$ cat src/rtl/score_keeper.sv
// Score accumulator with frame-timed combo multiplier and session high score for the spider-block game.
// Latency: one clk_vga cycle from an input pulse to registered outputs. No backpressure: every pulse is consumed on the edge that samples it.
module score_keeper #(
    parameter int BASE_PTS     = 5,
    parameter int MAX_COMBO    = 4,
    parameter int COMBO_WINDOW = 30,
    parameter int MAX_SCORE    = 9999
) (
    input  logic        clk_vga,
    input  logic        rst_n,
    input  logic        game_start,
    input  logic        game_over,
    input  logic        block_hit,
    input  logic        frame_tick,
    output logic [13:0] score,
    output logic [13:0] high_score,
    output logic [3:0]  combo,
    output logic        playing
);

    typedef enum logic [1:0] {
        IDLE = 2'd0,
        PLAY = 2'd1,
        OVER = 2'd2
    } state_t;

    localparam int WIN_W = ($clog2(COMBO_WINDOW + 1) > 6) ? $clog2(COMBO_WINDOW + 1) : 6;
    localparam logic [WIN_W-1:0] WIN_SAT   = WIN_W'(COMBO_WINDOW);
    localparam logic [3:0]       COMBO_MAX = 4'(MAX_COMBO);
    localparam logic [15:0]      SCORE_MAX = 16'(MAX_SCORE);

    state_t           state;
    state_t           state_n;
    logic [WIN_W-1:0] win_cnt;
    logic             start_acc;
    logic             over_acc;
    logic             hit_acc;
    logic [3:0]       combo_n;
    logic [15:0]      sum;
    logic [13:0]      score_n;

    always_ff @(posedge clk_vga) begin
        if (!rst_n) state <= IDLE;
        else        state <= state_n;
    end

    always_comb begin
        state_n   = state;
        start_acc = 1'b0;
        over_acc  = 1'b0;
        hit_acc   = 1'b0;
        case (state)
            IDLE: begin
                start_acc = game_start;
                if (game_start) state_n = PLAY;
            end
            PLAY: begin
                // game_over wins over a hit on the same edge
                over_acc = game_over;
                hit_acc  = block_hit && !game_over;
                if (game_over) state_n = OVER;
            end
            OVER: begin
                start_acc = game_start;
                if (game_start) state_n = PLAY;
            end
            default: state_n = IDLE;
        endcase
    end

    always_comb begin
        combo_n = 4'd1;
        if (win_cnt < WIN_SAT) begin
            combo_n = (combo >= COMBO_MAX) ? COMBO_MAX : combo + 4'd1;
        end
        sum     = {2'b00, score} + 16'(BASE_PTS) * {12'd0, combo_n};
        score_n = (sum > SCORE_MAX) ? SCORE_MAX[13:0] : sum[13:0];
    end

    always_ff @(posedge clk_vga) begin
        if (!rst_n) begin
            score      <= '0;
            high_score <= '0;
            combo      <= '0;
            win_cnt    <= WIN_SAT;
        end else begin
            if (start_acc) begin
                score   <= '0;
                combo   <= '0;
                win_cnt <= WIN_SAT;
            end else if (hit_acc) begin
                // hit is judged on the pre-tick window count; a coincident tick is absorbed
                score   <= score_n;
                combo   <= combo_n;
                win_cnt <= '0;
            end else if (frame_tick && (win_cnt < WIN_SAT)) begin
                win_cnt <= win_cnt + 1'b1;
            end
            if (over_acc && (score > high_score)) begin
                high_score <= score;
            end
        end
    end

    assign playing = (state == PLAY);

endmodule

$ cat config.mk
export PLATFORM = sky130hd
export DESIGN_NAME = score_keeper
export DESIGN_NICKNAME = d
export VERILOG_FILES = /design/src/rtl/score_keeper.sv
export SDC_FILE = /design/constraint.sdc
export NUM_CORES = 1
export LEC_CHECK = 0
export BUFFER_PORTS_ARGS = -buffer_cell sky130_fd_sc_hd__buf_4
export CORE_ASPECT_RATIO = 0.75
export CORE_UTILIZATION = 60
export CTS_BUF_LIST = sky130_fd_sc_hd__clkbuf_8
export DETAILED_ROUTE_END_ITERATION = 7
export PLACE_DENSITY_LB_ADDON = 0.3
export SLEW_MARGIN = 5
export SYNTH_ARGS = -nofsm -noshare
export SYNTH_HDL_FRONTEND = slang
export SYNTH_SLANG_ARGS = --single-unit
$ cat constraint.sdc
create_clock -name clk_vga -period 5.6 [get_ports clk_vga]
set_clock_uncertainty 0.1 [all_clocks]
set_input_delay 0.28 -clock clk_vga [delete_from_list [all_inputs] [get_ports clk_vga]]
set_output_delay 0.28 -clock clk_vga [all_outputs]
set_load 0.01 [all_outputs]
# Yosys cells after proc, flatten, opt, wreduce, memory -nomap -nowiden

Cells that the tools add are included.

Multipliers: 1
Bitwise logic cells: 1
Order comparisons: 4
Reduce and logical (&&, ||, !) cells: 10
Equal/unequal tests: 4
Add/subtract/negate cells: 3
Multiplexer cells: 11

Operator list:

| cell                                                                                | number |
|---|---|
| 14-bit by 7-bit adder with 15-bit output                                            | 1 |
| 15-bit by 14-bit greater-than comparator with 1-bit output, second input constant   | 1 |
| 14-bit greater-than comparator                                                      | 1 |
| 14-bit 2-to-1 mux                                                                   | 1 |
| 5-bit 2-to-1 mux                                                                    | 2 |
| 4-bit 2-to-1 mux                                                                    | 2 |
| 3-bit by 4-bit multiplier with 7-bit output, first input constant                   | 1 |
| 6-bit by 1-bit adder with 6-bit output, second input constant                       | 1 |
| 6-bit by 5-bit less-than comparator with 1-bit output, second input constant        | 1 |
| 4-bit by 1-bit adder with 4-bit output, second input constant                       | 1 |
| 4-bit by 3-bit greater-or-equal comparator with 1-bit output, second input constant | 1 |
| 2-bit 2-to-1 mux                                                                    | 2 |
| 2-bit one-hot mux with 2 select lines                                               | 1 |
| 2-bit OR reduction                                                                  | 2 |
| 1-bit logical AND                                                                   | 3 |
| 1-bit 2-to-1 mux                                                                    | 3 |
| 3-bit OR reduction                                                                  | 1 |
| 2-bit by 1-bit equality test with 1-bit output, second input constant               | 1 |
| 2-bit equality test, second input constant                                          | 1 |
| 2-bit logical NOT                                                                   | 1 |
| 2-bit by 1-bit != test with 1-bit output, second input constant                     | 1 |
| 2-bit != test, second input constant                                                | 1 |
| 2-bit AND reduction                                                                 | 1 |
| 2-bit nonzero test                                                                  | 1 |
| 2 further kinds                                                                     | 2 |

Bits of input ports: 6
Register bits: 40
Word-level logic and storage cells: 40
Output and inout port bits: 33

# Longest topological paths before layout

Depth in word-level cells: 7
Mapped depth: 14
Mapped depth without buffers: 14

# Worst setup path before layout

No wires, ideal clock.

Path kind: flip-flop to flip-flop
Start: register combo[0]
End: register score[9]
Period minus slack after synthesis: 3.627 ns
Library setup time: 0.135 ns
Stages on the path, launching flop included: 14
Path slack: 1.973 ns
Required time: 5.365 ns
Buffers on the path: 0
Arrival: 3.391 ns
Cells stage by stage: dfxtp_1 > ha_1 > o31ai_1 > inv_1 > ha_1 > fa_1 > ha_1 > nor2b_1 > o31a_1 > xor2_1 > nor4_1 > o311ai_4 > a211oi_1 > a211oi_1

Longest elaborated chain between the ends: 7
Elaborated cells on any way between the ends: 8
Classes of those cells: add/sub (2); mul (1); order compare (2); mux (3)

RTL lines:

| item                                                                                                                   | line | source |
|---|---|---|
| start: declaration                                                                                                     | 17   | `output logic [3:0] combo,` |
| start signal: assignment                                                                                               | 94   | `combo <= combo_n;` |
| 4-bit by 1-bit adder with 4-bit output or 4-bit by 3-bit greater-or-equal comparator with 1-bit output (tied branches) | 74   | `combo_n = (combo >= COMBO_MAX) ? COMBO_MAX : combo + 4'd1;` |
| 4-bit 2-to-1 mux (*)                                                                                                   | 74   |  |
| 4-bit 2-to-1 mux (*)                                                                                                   | 73   | `if (win_cnt < WIN_SAT) begin` |
| named net combo_n[2]                                                                                                   | 38   | `logic [3:0] combo_n;` |
| 3-bit by 4-bit multiplier with 7-bit output (*)                                                                        | 76   | `sum = {2'b00, score} + 16'(BASE_PTS) * {12'd0, combo_n};` |
| 14-bit by 7-bit adder with 15-bit output (*)                                                                           | 76   |  |
| 15-bit by 14-bit greater-than comparator with 1-bit output                                                             | 77   | `score_n = (sum > SCORE_MAX) ? SCORE_MAX[13:0] : sum[13:0];` |
| 14-bit 2-to-1 mux (*)                                                                                                  | 77   |  |
| end signal: assignment                                                                                                 | 93   | `score <= score_n;` |
| end: declaration                                                                                                       | 15   | `output logic [13:0] score,` |

The timed path passes the listed nets; every way through them passes the cells marked *.
A chain may end at the register's enable or synchronous reset.

# Worst setup path after layout

Start: register win_cnt[3]
End: register score[9]

Longest elaborated chain between the ends: 6

RTL lines:

| item                                                       | line | source |
|---|---|---|
| start: declaration                                         | 34   | `logic [WIN_W-1:0] win_cnt;` |
| start signal: assignment                                   | 97   | `win_cnt <= win_cnt + 1'b1;` |
| 6-bit by 5-bit less-than comparator with 1-bit output (*)  | 73   |  |
| 4-bit 2-to-1 mux (*)                                       | 73   |  |
| named net combo_n[0]                                       | 38   |  |
| 3-bit by 4-bit multiplier with 7-bit output (*)            | 76   |  |
| 14-bit by 7-bit adder with 15-bit output (*)               | 76   |  |
| 15-bit by 14-bit greater-than comparator with 1-bit output | 77   |  |
| 14-bit 2-to-1 mux (*)                                      | 77   |  |

Marks and branches as above.

==> reports/results.ini <==
[layout]
diodes = 0
fillers = 323
multi_input_area_um2 = 1690
seq_area_um2 = 801
finalCoreUtilization = 0.736
final_nets = 373
drive_gt1_frac = 0.169
area_growth_syn_to_layout_pct = 14.7
fin_cells = 393

[power]
power.leakage_uw = 0.00137
swShare = 0.231
clkPwrFrac = 0.415
power.total_uw = 563
pwr-share-comb = 0.070
internal_power_uw = 433
power.density_nw_per_um2 = 183
peakVddDrop_uv = 138
p_sw_uw = 130
seq_power_share = 0.514

[grt]
globalRouteTotalUtil = 0.286
antenna_found_initial = 0
grt_pass1_wl_um = 10300
grt_max_degree = 19
grt_pass1_vias = 2125
overflow = 0

[clock_network]
cts_tree = yes
clkLatencyLatePin_ns = 0.29
cts_buffer_depth = 2
clk_pin_slew_ns = 0.08
clkSinkCount = 40
cts_resized = 0
htree_levels = 2
numCtsBuffers = 5
holdBufCountCts = 0
cts_setup_buffers = 0
root_buffer = clkbuf_8

[die]
die_y_um = 59.9
dieArea_um2 = 4750
core_um2 = 4180
ios = 39
start_util = 0.642
num_rows = 20
die_w_um = 79.2

[synth]
async_reset_ff_frac = 0
ys.flop_type = dfxtp_1
synth_seq_cells = 40
synth_area_leader_cell = dfxtp_1
ys_warn_count = 0
synth_cell_types = 54
syn_area_um2 = 2680
synth_top_cell_area_share = 0.299
synth_edf_count = 0
syn-instance-count = 303
postSynthAreaPerCell_um2 = 8.85
synth_nets = 339
synthTopCellsByArea = dfxtp_1, ha_1, mux2i_1
ys_seq_area_frac = 0.299

[timing]
relSlewSlack = 0.456
setup_viol = 0
post-route-period-util = 0.709
finalHoldViolations = 0
tightestPinTransition_ns = 0.816
finalSetupTns_ns = 0
max_freq_ghz = 0.252
rsz0062_at_grt = false
post-route-min-period_ns = 3.97
slew_viol_final = 0

[drt]
drc = 0
ant_nets = 0
vias = 2375
wl_met1_um = 3010
wl_met2_um = 2570
first_pass_iters = 5
wl_um = 6200
wl_met3_um = 541
routed.top_layer = met4
wl_per_cell_um = 15.8
drt_iter0_markers = 142
viasPerCell = 6.04

[placement]
dp.cells = 385
place_congestion = 0.888
port-buffer-count = 38
place_hpwl_um = 4590

[hold_path]
hold_class = primary input to flop

[worst_setup_path]
r2r_slack_ns = 1.63
worstSetupEndpoint = score[9]
r2r-start = win_cnt[3]
worstSetupPathType = flop to flop
crit_path_start = win_cnt[3]
required_ns = 5.66
crit_path_end_kind = flop
reg2regPathDepth = 13
rr_endpoint = score[9]
path_max_fanout = 6
worst-endpoint-arrival_ns = 4.03
cp-start-kind = flop

[run_status]
status = completed

[run]
maxCapViolCount = 0

==> layout by cell type (no fill, tap or decap), types with 13 or more instances in the layout <==
| cell type | synthesis | final |
|---|---|---|
| nor2b_1 | 14 | 14 |
| o21ai_0 | 17 | 17 |
| inv_1 | 31 | 32 |
| nor2_1 | 13 | 13 |
| ha_1 | 27 | 27 |
| mux2i_1 | 16 | 16 |
| a21oi_1 | 16 | 16 |
| nand2_1 | 16 | 16 |
| dfxtp_1 | 40 | 40 |
| buf_4 | 2 | 39 |
==> worst min path at each step <==
stage               startpoint             to  slack, ns  cells past startpoint
finish               game_over       state[0]       0.18                      3
global route        game_start       state[1]       0.18                      3
CTS                  game_over       state[0]       0.17                      3
detailed placement    combo[1]       combo[1]       0.37                      2
global placement      combo[1]       combo[1]       0.37                      2
floorplan                rst_n  high_score[0]       0.31                      1
==> power groups by stage <==
stage	sequential, µW	clock, µW	combinational [µW]
after floorplan	296	0	27.8
after global placement	296	0	38.0
after detailed placement	296	0	38.8
after CTS	289	235	39.2
after global routing	290	250	43.8
final	290	234	39.7
==> cell families after synthesis <==
family          after synthesis  share of synthesized area
buf+inv                      43                     0.0714
xor+xnor                      8                     0.0261
fa+ha+maj                    30                      0.148
other cells                   2                    0.00280
compound gates               77                      0.209
mux                          16                     0.0597
flops                        40                      0.299
simple gates                 87                      0.184
==> routing by layer <==
| layer | GRT usage | vias to the layer above |
|---|---|---|
| met5 | 0 | - |
| met4 | 0.0727 | 0 |
| met3 | 0.0824 | 9 |
| met2 | 0.413 | 103 |
| met1 | 0.417 | 1105 |
| li1 | - | 1158 |
==> state kept, by name (all words and copies together) (netlist names) <==
signal and count:
combo 4, score 14, win_cnt 6, state 2, high_score 14
==> through the flow <==
| step | hold slack (ns) | area [µm²] | setup WS, ns |
|---|---|---|---|
| 2_1_floorplan | 0.308 | 2680 | 1.97 |
| 3_3_place_gp | 0.366 | 2970 | 1.76 |
| 3_5_place_dp | 0.371 | 2970 | 1.68 |
| 4_1_cts | 0.175 | 3080 | 1.66 |
| 5_1_grt | 0.185 | 3080 | 1.22 |
| 6_report | 0.181 | 3080 | 1.63 |
==> cell type report <==
type                    instances  area share
repair buffers                 39      0.0952
well taps                      55      0.0224
clock inverters                 3      0.0126
multi-input cells             220       0.549
inverters                      31      0.0378
flip-flops and latches         40       0.260
clock buffers                   5      0.0224
==> worst max-delay path, cell delays in order (launching register included) <==
cell,delay [ns]
dfxtp_1,0.34
a41oi_1,0.42
o31ai_1,0.21
ha_1,0.35
ha_1,0.30
inv_1,0.06
fa_1,0.46
nor2b_1,0.22
o211a_1,0.20
o211a_1,0.26
mux2i_1,0.32
o311ai_4,0.22
a211oi_1,0.29
a211oi_1,0.09
==> Yosys cell counts, types with 3 or more instances <==
master / number
nand2_1: 16
fa_1: 3
nor4_1: 5
a211oi_1: 10
and3_1: 7
nor2b_1: 14
a32o_1: 3
buf_6: 3
clkbuf_1: 7
nor2_1: 13
and2_1: 4
inv_1: 31
mux2i_1: 16
o21ai_0: 17
ha_1: 27
nand4_1: 6
dfxtp_1: 40
a21oi_1: 16
xor2_1: 6
nand3_1: 4
nand3b_1: 3
nand2b_1: 3
a21o_1: 6
(Power assumes the default switching activity.)
